$ cat config.mk
export PLATFORM = sky130hd
export DESIGN_NAME = gfx_scan_timer
export DESIGN_NICKNAME = d
export VERILOG_FILES = /design/src/rtl/gfx_timing_pkg.sv /design/src/rtl/gfx_dot_prescaler.sv /design/src/rtl/gfx_scan_timer.sv
export SDC_FILE = /design/constraint.sdc
export NUM_CORES = 1
export LEC_CHECK = 0
export BUFFER_PORTS_ARGS = -buffer_cell sky130_fd_sc_hd__buf_2
export CAP_MARGIN = 15
export CORE_MARGIN = 1.5
export CORE_UTILIZATION = 28
export CTS_CLUSTER_DIAMETER = 100
export DETAILED_ROUTE_END_ITERATION = 10
export SLEW_MARGIN = 20
export SYNTH_ARGS = -nofsm -noshare
export SYNTH_HDL_FRONTEND = slang
export SYNTH_SLANG_ARGS = --single-unit
$ cat constraint.sdc
create_clock -name clock -period 2.83 [get_ports clock]
set_input_delay 0.283 -clock clock [delete_from_list [all_inputs] [get_ports clock]]
set_output_delay 0.283 -clock clock [all_outputs]
set_load 0.02 [all_outputs]
$ cat src/rtl/gfx_timing_pkg.sv
//------------------------------------------------------------------------------
// gfx_timing_pkg
// Shared raster geometry for the graphics pipeline: default dot prescale,
// horizontal/vertical visible and total sizes, counter widths, the packed
// raster flag bundle registered by the scan timer, and a small width helper.
// No ports (package).
//------------------------------------------------------------------------------
package gfx_timing_pkg;

   localparam int GFX_CYC_PER_DOT = 4;
   localparam int GFX_H_VIS       = 240;
   localparam int GFX_H_TOT       = 308;
   localparam int GFX_V_VIS       = 160;
   localparam int GFX_V_TOT       = 228;
   localparam int GFX_HCNT_W      = 9;
   localparam int GFX_VCNT_W      = 8;

   // Raster-position flags that are registered together with the counters.
   typedef struct packed {
      logic hblank;
      logic vblank;
      logic line_start;
      logic frame_start;
   } gfx_raster_t;

   // Prescaler counter width: enough bits for 0..cyc-1, never less than 1.
   function automatic int gfx_psc_width(input int cyc);
      return (cyc <= 2) ? 1 : $clog2(cyc);
   endfunction

endpackage

$ cat src/rtl/gfx_dot_prescaler.sv
//------------------------------------------------------------------------------
// gfx_dot_prescaler
// Divides the system clock into dot slots of CYCLES_PER_DOT clocks.
// Ports:
//   clock    in  system clock
//   rst_b    in  asynchronous active-low reset
//   run      in  1 = count, 0 = hold the current slot position
//   restart  in  synchronous return to slot position 0 (beats run)
//   dot_en   out 1-clock strobe on the last clock of each dot slot
//------------------------------------------------------------------------------
module gfx_dot_prescaler
   import gfx_timing_pkg::*;
#(
   parameter int CYCLES_PER_DOT = GFX_CYC_PER_DOT
)(
   input  logic clock,
   input  logic rst_b,
   input  logic run,
   input  logic restart,
   output logic dot_en
);

   localparam int               PSC_W    = gfx_psc_width(CYCLES_PER_DOT);
   localparam logic [PSC_W-1:0] PSC_LAST = PSC_W'(CYCLES_PER_DOT - 1);

   logic [PSC_W-1:0] psc;

   // NOTE: sequential state is written with non-blocking assignments only, so
   // every register samples pre-edge values regardless of block ordering.
   always_ff @(posedge clock or negedge rst_b) begin
      if (!rst_b) begin
         psc <= '0;
      end else if (restart) begin
         psc <= '0;
      end else if (run) begin
         psc <= (psc == PSC_LAST) ? '0 : psc + PSC_W'(1);
      end
   end

   // Combinational from the registered slot position; gated by run so a
   // frozen raster never produces a strobe.
   assign dot_en = run && (psc == PSC_LAST);

endmodule

$ cat src/rtl/gfx_scan_timer.sv
//------------------------------------------------------------------------------
// gfx_scan_timer
// Master raster sequencer: dot prescaler, hcount/vcount, blank flags,
// line/frame strobes and HBlank/VBlank/VCount-match interrupt pulses.
// All flags and pulses are registered from the same next-state values as the
// counters, so they always describe the hcount/vcount visible that cycle.
//
// Build option: define GFX_VCOUNT_IRQ_EN to include the lyc compare logic;
// without it lyc is ignored and vcount_match/irq_vcount are constant 0.
//
// Ports:
//   clock         in   system clock
//   rst_b         in   asynchronous active-low reset
//   run           in   1 = advance raster, 0 = freeze everything
//   restart       in   synchronous return to (0,0) with prescaler 0
//   lyc           in   [7:0] vcount compare value
//   dot_en        out  strobe on the last clock of each dot slot
//   hcount        out  [8:0] current dot, 0..H_TOTAL-1
//   vcount        out  [7:0] current line, 0..V_TOTAL-1
//   hblank        out  hcount >= H_VISIBLE
//   vblank        out  V_VISIBLE <= vcount <= V_TOTAL-2
//   line_start    out  pulse when hcount becomes 0
//   frame_start   out  pulse when (hcount,vcount) becomes (0,0)
//   vcount_match  out  level, vcount == lyc
//   irq_hblank    out  pulse when hcount becomes H_VISIBLE
//   irq_vblank    out  pulse when vcount becomes V_VISIBLE
//   irq_vcount    out  pulse when vcount becomes lyc
//------------------------------------------------------------------------------
module gfx_scan_timer
   import gfx_timing_pkg::*;
#(
   parameter int CYCLES_PER_DOT = GFX_CYC_PER_DOT,
   parameter int H_VISIBLE      = GFX_H_VIS,
   parameter int H_TOTAL        = GFX_H_TOT,
   parameter int V_VISIBLE      = GFX_V_VIS,
   parameter int V_TOTAL        = GFX_V_TOT
)(
   input  logic                  clock,
   input  logic                  rst_b,
   input  logic                  run,
   input  logic                  restart,
   input  logic [GFX_VCNT_W-1:0] lyc,
   output logic                  dot_en,
   output logic [GFX_HCNT_W-1:0] hcount,
   output logic [GFX_VCNT_W-1:0] vcount,
   output logic                  hblank,
   output logic                  vblank,
   output logic                  line_start,
   output logic                  frame_start,
   output logic                  vcount_match,
   output logic                  irq_hblank,
   output logic                  irq_vblank,
   output logic                  irq_vcount
);

   localparam logic [GFX_HCNT_W-1:0] H_LAST      = GFX_HCNT_W'(H_TOTAL - 1);
   localparam logic [GFX_HCNT_W-1:0] H_VIS_FIRST = GFX_HCNT_W'(H_VISIBLE);
   localparam logic [GFX_HCNT_W-1:0] H_VIS_LAST  = GFX_HCNT_W'(H_VISIBLE - 1);
   localparam logic [GFX_VCNT_W-1:0] V_LAST      = GFX_VCNT_W'(V_TOTAL - 1);
   localparam logic [GFX_VCNT_W-1:0] V_VIS_FIRST = GFX_VCNT_W'(V_VISIBLE);
   localparam logic [GFX_VCNT_W-1:0] V_VIS_LAST  = GFX_VCNT_W'(V_VISIBLE - 1);
   // The final line of the frame is outside vblank.
   localparam logic [GFX_VCNT_W-1:0] V_BLK_LAST  = GFX_VCNT_W'(V_TOTAL - 2);

   //---------------------------------------------------------------------------
   // Dot prescaler
   //---------------------------------------------------------------------------
   gfx_dot_prescaler #(
      .CYCLES_PER_DOT (CYCLES_PER_DOT)
   ) u_prescaler (
      .clock   (clock),
      .rst_b   (rst_b),
      .run     (run),
      .restart (restart),
      .dot_en  (dot_en)
   );

   //---------------------------------------------------------------------------
   // Next raster position and the flags that describe it
   //---------------------------------------------------------------------------
   logic                  h_wrap;
   logic                  v_wrap;
   logic [GFX_HCNT_W-1:0] hcount_nxt;
   logic [GFX_VCNT_W-1:0] vcount_nxt;
   gfx_raster_t           raster_nxt;
   gfx_raster_t           raster;
   logic                  irq_hblank_nxt;
   logic                  irq_vblank_nxt;

   assign h_wrap = dot_en && (hcount == H_LAST);
   assign v_wrap = h_wrap && (vcount == V_LAST);

   // NOTE: every signal written here gets a default first, so no path can
   // leave it unassigned and infer a latch.
   always_comb begin
      hcount_nxt = hcount;
      vcount_nxt = vcount;
      if (restart) begin
         // Beats run and any coincident wrap; the wrap cannot add a second
         // frame_start because restart already lands on (0,0).
         hcount_nxt = '0;
         vcount_nxt = '0;
      end else if (dot_en) begin
         if (h_wrap) begin
            hcount_nxt = '0;
            vcount_nxt = v_wrap ? '0 : vcount + GFX_VCNT_W'(1);
         end else begin
            hcount_nxt = hcount + GFX_HCNT_W'(1);
         end
      end

      raster_nxt.hblank      = (hcount_nxt >= H_VIS_FIRST);
      raster_nxt.vblank      = (vcount_nxt >= V_VIS_FIRST) && (vcount_nxt <= V_BLK_LAST);
      raster_nxt.line_start  = restart || h_wrap;
      raster_nxt.frame_start = restart || v_wrap;

      // Interrupts fire only on a real advance into the boundary; restart
      // always lands on (0,0), which is neither boundary.
      irq_hblank_nxt = !restart && dot_en && (hcount == H_VIS_LAST);
      irq_vblank_nxt = !restart && h_wrap && (vcount == V_VIS_LAST);
   end

   //---------------------------------------------------------------------------
   // Counter and flag registers. With run=0 and no restart the next-state
   // equals the current state, so levels hold and all pulses drop to 0.
   //---------------------------------------------------------------------------
   always_ff @(posedge clock or negedge rst_b) begin
      if (!rst_b) begin
         hcount     <= '0;
         vcount     <= '0;
         raster     <= '0;
         irq_hblank <= 1'b0;
         irq_vblank <= 1'b0;
      end else begin
         hcount     <= hcount_nxt;
         vcount     <= vcount_nxt;
         raster     <= raster_nxt;
         irq_hblank <= irq_hblank_nxt;
         irq_vblank <= irq_vblank_nxt;
      end
   end

   assign hblank      = raster.hblank;
   assign vblank      = raster.vblank;
   assign line_start  = raster.line_start;
   assign frame_start = raster.frame_start;

   //---------------------------------------------------------------------------
   // VCount compare
   //---------------------------------------------------------------------------
`ifdef GFX_VCOUNT_IRQ_EN
   localparam logic [GFX_VCNT_W:0] V_TOT_EXT = (GFX_VCNT_W + 1)'(V_TOTAL);

   logic lyc_valid;
   logic line_change;

   // An lyc beyond the last line can never be a vcount value; the explicit
   // guard keeps that true even if the geometry is changed.
   assign lyc_valid   = ({1'b0, lyc} < V_TOT_EXT);
   // vcount only moves at a line wrap or a restart.
   assign line_change = restart || h_wrap;

   always_ff @(posedge clock or negedge rst_b) begin
      if (!rst_b) begin
         vcount_match <= 1'b0;
         irq_vcount   <= 1'b0;
      end else begin
         // The level follows lyc every clock; the pulse needs a line change.
         vcount_match <= lyc_valid && (vcount_nxt == lyc);
         irq_vcount   <= lyc_valid && line_change && (vcount_nxt == lyc);
      end
   end
`else
   logic lyc_unused;

   assign lyc_unused   = ^lyc;
   assign vcount_match = 1'b0;
   assign irq_vcount   = 1'b0;
`endif

endmodule

Yosys cells after proc, flatten, opt, wreduce, memory -nomap -nowiden --
Cells that the tools add are included.
Operators by class: equal/unequal tests 5, magnitude comparators 3, multiplexer cells 10, add/sub/neg operators 3, reductions and logical operators 12
Operator list (count):
- 8-bit 2-to-1 mux | 4
- 9-bit 2-to-1 mux | 3
- 8-bit == test, second input constant | 2
- 9-bit by 1-bit adder with 9-bit output, second input constant | 1
- 9-bit by 8-bit == test with 1-bit output, second input constant | 1
- 9-bit == test, second input constant | 1
- 9-bit by 8-bit >= comparator with 1-bit output, second input constant | 1
- 8-bit by 1-bit adder with 8-bit output, second input constant | 1
- 8-bit >= comparator, second input constant | 1
- 8-bit less-or-equal comparator, second input constant | 1
- 1-bit logical AND | 8
- 2-bit 2-to-1 mux | 3
- 2-bit by 1-bit adder with 2-bit output, second input constant | 1
- 2-bit == test, second input constant | 1
- 1-bit logical OR | 2
- 2-bit nonzero test | 1
- 1-bit logical NOT | 1
Word-level totals: word-level logic and storage cells 42, register bits after elaboration 25, output and inout port bits 26, input port bits 12

Longest topological paths before layout --
Gate-level depths: netlist of the first run.
depth in word-level cells 10, depth in mapped cells 7, gate-level depth less buffers 6

Modules after synthesis --
A second synthesis of the first run with hierarchy kept.
Unflattened totals: cell total of the unflattened synthesis 132, area total of the unflattened synthesis 1302.5 sq um
By module, submodules not included:
- gfx_scan_timer | area an instance 1196.1 sq um, cells an instance 123, sequential area each 575.6 sq um, instances 1
- gfx_dot_prescaler | area an instance 106.4 sq um, cells an instance 9, sequential area each 50.0 sq um, instances 1

Least setup slack after synthesis of the first run --
OpenSTA, ideal clock, no wires.
kind reg2reg, start point register hcount[0], end point register raster (netlist bit vblank), required time 2.743 ns, stages on the path, launching flop included 7, setup time 0.087 ns, clock period less this slack 2.394 ns, buffers on the path 0, data arrival time 2.307 ns, path slack 0.436 ns, path through dfrtp_1 > ha_1 > nand3_4 > or4_4 > or4_4 > and3_4 > a211oi_2
RTL lines:
- from (decl) | line gfx_scan_timer.sv:44 | output logic [GFX_HCNT_W-1:0] hcount,
- from (signal assigned) | line gfx_scan_timer.sv:135 | hcount <= hcount_nxt;
- to (signal assigned) | line gfx_scan_timer.sv:137 | raster <= raster_nxt;
- to (decl) | line gfx_scan_timer.sv:86 | gfx_raster_t raster;

==> results of run 1 <==
[worst min path at each step]
stage / slack (ps) / from / cells after the start / to
floorplan: -10 / rst_b / 0 / frame_start$_DFF_PN0_
global placement: 310 / rst_b / 1 / vcount[0]$_DFF_PN0_
detailed placement: 310 / rst_b / 1 / vcount[3]$_DFF_PN0_
CTS: 20 / rst_b / 1 / u_prescaler.psc[1]$_DFFE_PN0P_
global route: 30 / rst_b / 1 / u_prescaler.psc[1]$_DFFE_PN0P_
finish: -10 / rst_b / 1 / vcount[0]$_DFF_PN0_
[cells in the mapped netlist]
cell,n
a41o_1,1
clkbuf_1,2
o21ai_0,1
a221oi_1,1
o31ai_1,1
or4_4,2
and3_1,1
nand2b_1,1
a31o_2,2
mux2i_1,2
or3_1,2
nor3_1,6
nor3b_1,1
nand4_1,4
or2b_1,1
buf_4,2
a211oi_2,1
buf_2,1
dfrtp_1,25
and3_4,1
conb_1,1
xnor2_1,9
nor2_1,20
or2_2,3
a2111oi_0,1
nor2b_1,1
inv_1,4
nand3_4,1
nor4_1,6
ha_1,3
nand3_1,4
nand4b_1,1
or4b_2,1
a21oi_1,4
xor2_1,5
nand2_1,10
buf_1,1
nand3b_1,1
nor3_4,1
[kinds of logic after synthesis]
group	Yosys count	synth area share
simple gates	68	0.289
flops	25	0.470
xor+xnor	14	0.0922
compound gates	12	0.0677
buf+inv	10	0.0348
fa+ha+maj	3	0.0282
mux	2	0.0151
other cells	1	0.00282
[sequential cells by signal, summed over array words and instances (netlist names)]
signal	count
line_start	1
vblank	1
irq_vblank	1
hblank	1
hcount	9
irq_hblank	1
vcount	8
u_prescaler.psc	2
frame_start	1
[worst max-delay path: stages (launching register included)]
cell and delay [ps]:
dfrtp_1 380, ha_1 290, nand3_4 130, or4_4 600
or4_4 540, and3_4 200, a211oi_2 180
[layer usage]
layer,wire length [µm],vias up,track usage
met2,1240,21,0.162
met3,75,2,0.0194
met1,1470,501,0.185
li1,-,524,-
met4,27,0,0.0252
met5,0,-,0
[power groups by stage]
stage / logic [mW] / clock network, mW / registers, mW
after floorplan: 0.0174 / 0 / 0.372
after global placement: 0.0324 / 0 / 0.369
after detailed placement: 0.0327 / 0 / 0.370
after CTS: 0.0327 / 0.225 / 0.363
after global routing: 0.0366 / 0.241 / 0.363
final: 0.0316 / 0.217 / 0.362
[layout make-up]
cell class,instances,share of cell area
clock inverter,1,0.00484
sequential,25,0.403
inverter,4,0.00968
tap,52,0.0419
multi-input combinational,101,0.427
clock buffer,3,0.0266
timing repair buffer,27,0.0871
==> results.py, run 1 <==
metrics = {
    "detailed_routing": {
        "avgViaCountPerCell": 4.92,
        "via_count": 1048,
        "drcViolationCount": 0,
        "drtIter0Drc": 32,
        "post_drt_wl_per_cell_um": 13.2,
        "routed_wl_um": 2820,
        "dr.pass1.iters": 4,
        "detail-route-antenna-nets": 0,
    },
    "power": {
        "power_leakage_nw": 0.750,
        "switchingPower_uw": 143,
        "peakVddDrop_v": 0.000183,
        "p_clk_frac": 0.356,
        "power_frac_comb": 0.052,
        "finalPower_uw": 611,
        "seq_power_share": 0.593,
        "p_int_uw": 468,
        "p_per_area_mw_per_mm2": 394,
        "swShare": 0.234,
    },
    "setup_path": {
        "timing.rr.end": "vblank$_DFF_PN0_",
        "reg2reg_from": "u_prescaler.psc[0]$_DFFE_PN0P_",
        "crit_required_ps": 3020,
        "reg2reg_depth": 6,
        "rrSetupSlack_ps": 430,
        "setup.worst_path.start": "u_prescaler.psc[0]$_DFFE_PN0P_",
        "cp_max_fo": 5,
        "cp-endpoint": "vblank$_DFF_PN0_",
        "worstPathArrival_ps": 2590,
        "cp-start-kind": "flip-flop",
        "path_class": "flip-flop to flip-flop",
        "cp-end-kind": "flip-flop",
    },
    "clock_tree": {
        "cts_tree": "yes",
        "htree_levels": 1,
        "clock-root-buffer": "clkbuf_8",
        "clk_latency_ps": 260,
        "cts-resized-gates": 0,
        "cts_buffers": 3,
        "post-cts-setup-buffer-count": 0,
        "cts_hold_buf": 0,
        "clkSlewWorstSetupHoldPaths_ps": 90,
        "clock-sinks": 25,
        "clk_path_buf_depth": 2,
    },
    "placed_design": {
        "place_area_mm2": 0.00150,
        "place_ws_ps": 448,
        "place.gp.congestion": 0.828,
        "io_buffer_count": 27,
        "dp.cells": 209,
        "hpwl_um": 2090,
    },
    "final_layout": {
        "finish.utilization": 0.347,
        "num_antenna_cells": 0,
        "drive_above_1_share": 0.267,
        "multi_input_area_um2": 662,
        "layoutNonFillerInstCount": 213,
        "finalNetCount": 177,
        "final_common_cell": "buf_2",
        "final_cell_mix": "buf_2, dfrtp_1, nor2_1, nand2_1, xnor2_1",
        "fillers": 470,
        "syn2layout_area_growth_pct": 16.7,
        "regArea_um2": 626,
        "fin_area_mm2": 0.00155,
    },
    "timing": {
        "hold_viol": 25,
        "maxSlewViolCount": 0,
        "tightestPinTransition_ps": 544,
        "rsz0062_at_grt": "false",
        "slew_headroom": 0.637,
        "setup_viol": 0,
        "fin_hold_ws_ps": -12.1,
        "finalClockSkew_ps": 2.59,
        "max_freq_mhz": 417,
        "fin_ws_ps": 430,
        "final.setup.tns_ps": 0,
        "fin_crit_ps": 2400,
        "min_period_over_period": 0.848,
    },
    "die": {
        "fp.dieW_um": 71.9,
        "dieArea_mm2": 0.00517,
        "rows": 24,
        "coreArea_mm2": 0.00447,
        "fp.dieH_um": 71.9,
        "start_util": 0.297,
        "ios": 38,
    },
    "hold_path": {
        "hold_class": "primary input to async pin",
    },
    "logic_synthesis": {
        "yosys.area.top_type": "dfrtp_1",
        "ys_warn_count": 0,
        "yosys-top-cells-area": "dfrtp_1, xnor2_1, nor2_1, xor2_1, ha_1",
        "yosysSeqAreaShare": 0.470,
        "synthesis.area_mm2": 0.00133,
        "synth-seq-cells": 25,
        "netlist.area_leader.share": 0.470,
        "synthCells": 135,
        "synth.distinct_cells": 39,
        "synth.avg_cell_area_um2": 9.85,
    },
    "run_status": {
        "violations": "negative hold slack",
        "outcome": "complete, but fails checks",
    },
    "global_route": {
        "overflow": 0,
        "grt_usage": 0.115,
        "grt_pass1_vias": 979,
        "grt_antenna_before_repair": 0,
        "grt_pass1_wl_um": 4810,
        "grt_max_degree": 26,
    },
    "job": {
        "maxCapViolations": 0,
    },
}
No activity file was read; power rests on OpenSTA's default activity.
==> inputs of run 2 (changes only) <==
==> constraint.sdc (replaced) <==
create_clock -name clock -period 2 [get_ports clock]
set_input_delay 0.2 -clock clock [delete_from_list [all_inputs] [get_ports clock]]
set_output_delay 0.2 -clock clock [all_outputs]
set_load 0.02 [all_outputs]
==> run 2 against run 1 <==
The run ends with negative setup slack left. Final cell count up 13%. Sequential share of layout area decreased by 5.5 points. Sequential cell count is the same. First-iteration DRC count increased by 66%. Non-clock buffer count rose by 27. Design area grew 17%. Largest cell class unchanged. Largest power group unchanged.
==> results.py, run 2 (synthesis gave the netlist of run 1 again) <==
metrics = {
    "run_status": {
        "outcome": "complete, but fails checks",
        "violations": "negative setup slack",
    },
    "detailed_routing": {
        "drtIter0Drc": 53,
        "post_drt_wl_per_cell_um": 13.7,
        "detail-route-antenna-nets": 0,
        "dr.pass1.iters": 4,
        "avgViaCountPerCell": 4.95,
        "routed_wl_um": 3300,
        "drcViolationCount": 0,
        "via_count": 1189,
    },
    "timing": {
        "tightestPinTransition_ps": 566,
        "min_period_over_period": 1.05,
        "fin_crit_ps": 2110,
        "fin_hold_ws_ps": 258,
        "setup_viol": 1,
        "slew_headroom": 0.623,
        "rsz0062_at_grt": "true",
        "maxSlewViolCount": 0,
        "finalClockSkew_ps": 3.47,
        "max_freq_mhz": 474,
        "hold_viol": 0,
        "final.setup.tns_ps": -108,
        "fin_ws_ps": -108,
    },
    "setup_path": {
        "crit_required_ps": 2190,
        "timing.critical_path.slowest_cell_delay_ps": 480,
        "cp_top_family": "simple AND/OR/NAND/NOR gates",
        "cp_max_fo": 5,
        "worstPathArrival_ps": 2300,
        "worst_path_max_delay_cell": "or4_4",
        "path_class": "flip-flop to flip-flop",
        "crit_chain": "or3_1, or4_4, or4_4, and3_4, a211oi_2",
        "critPathMostFrequentCell": "or4_4",
        "cp-end-kind": "flip-flop",
        "crit_buf_inv": 0,
        "cp-start-kind": "flip-flop",
    },
    "final_layout": {
        "reg.largest.list": "hcount x9, vcount x8, u_prescaler.psc x2",
        "num_antenna_cells": 0,
        "fillers": 442,
        "largest_reg_flops": 9,
        "final_common_cell": "buf_2",
        "final_cell_mix": "buf_2, buf_4, dfrtp_1, nor2_1, nand2_1",
        "layoutNonFillerInstCount": 240,
        "finalNetCount": 204,
        "drive_above_1_share": 0.415,
        "syn2layout_area_growth_pct": 36.0,
        "top_register": "hcount",
        "finish.utilization": 0.404,
    },
    "die": {
        "rows": 24,
        "fp.dieH_um": 71.9,
        "coreArea_mm2": 0.00447,
        "dieArea_mm2": 0.00517,
        "ios": 38,
        "fp.dieW_um": 71.9,
        "start_util": 0.297,
    },
    "global_route": {
        "overflow": 0,
        "grt_antenna_before_repair": 0,
        "grt_usage": 0.137,
        "grt_max_degree": 26,
        "grt_pass1_vias": 1124,
        "grt_pass1_wl_um": 5460,
    },
    "clock_tree": {
        "clkSlewWorstSetupHoldPaths_ps": 90,
        "cts_tree": "yes",
        "cts_buffers": 3,
        "htree_levels": 1,
        "clk_latency_ps": 270,
        "clock-root-buffer": "clkbuf_8",
        "clock-sinks": 25,
        "clk_path_buf_depth": 2,
    },
    "power": {
        "p_clk_frac": 0.351,
        "power_leakage_nw": 0.900,
        "switchingPower_uw": 206,
        "swShare": 0.236,
        "p_per_area_mw_per_mm2": 482,
        "seq_power_share": 0.588,
        "peakVddDrop_v": 0.000332,
        "power_frac_comb": 0.061,
        "p_int_uw": 667,
    },
    "placed_design": {
        "dp.cells": 231,
        "io_buffer_count": 27,
        "place.gp.congestion": 0.834,
        "place_ws_ps": -188,
        "hpwl_um": 2400,
    },
    "hold_path": {
        "hold_class": "primary input to flip-flop",
    },
    "job": {
        "maxCapViolations": 0,
    },
}
run 2: cell type report:
cell class                 count  area, µm²  area share
clock inverter                 1       5.00     0.00277
inverter                       4       15.0     0.00830
clock buffer                   3       41.3      0.0228
timing repair buffer          54        344       0.190
multi-input combinational    101        708       0.391
tap                           52       65.1      0.0360
sequential                    25        631       0.349
run 2: metal layers:
layer	track usage	share of wire	vias up
li1	-	-	580
met1	0.179	0.47	569
met2	0.229	0.48	38
met3	0.0417	0.049	2
met4	0.0189	0.0039	0
met5	0	0	-
run 2: repair_timing:
action | CTS | global route
setup endpoints to repair | 7 | 3
hold buffers | 1 | 0
buffers inserted | 3 | 1
cloned | 0 | 0
resized for setup | 5 | 3
pin swaps | 1 | 3
hold endpoints to repair | 25 | 0
run 2: power groups by stage:
stage / registers (mW) / clock network [mW] / logic [mW]
2_1_floorplan: 0.526 / 0 / 0.0247
3_3_place_gp: 0.523 / 0 / 0.0492
3_5_place_dp: 0.523 / 0 / 0.0503
4_1_cts: 0.513 / 0.325 / 0.0546
5_1_grt: 0.514 / 0.338 / 0.0601
6_report: 0.513 / 0.306 / 0.0530
run 2: worst paths after layout:
check                                               start                              to  slack (ps)  cells past startpoint
hold / removal                                    restart             hcount[1]$_DFF_PN0_         260                      2
hold reg to reg            u_prescaler.psc[1]$_DFFE_PN0P_  u_prescaler.psc[1]$_DFFE_PN0P_         550                      2
setup / recovery                      hcount[3]$_DFF_PN0_                vblank$_DFF_PN0_        -110                      5
max in group asynchronous                           rst_b             hcount[3]$_DFF_PN0_        1150                      2
min in group asynchronous                           rst_b             hcount[4]$_DFF_PN0_         440                      2
setup reg to reg                      hcount[3]$_DFF_PN0_                vblank$_DFF_PN0_        -110                      5
run 2: metrics by stage:
stage / area (µm²) / power, mW
2_1_floorplan: 1350 / 0.551
3_5_place_dp: 1690 / 0.573
5_1_grt: 1810 / 0.912
3_3_place_gp: 1690 / 0.572
4_1_cts: 1790 / 0.893
6_report: 1810 / 0.872
run 2: worst reg2reg max path, stage by stage, from the launching register on:
cell      delay [ps]
dfrtp_2          420
or3_1            370
or4_4            480
or4_4            450
and3_4           200
a211oi_2         130
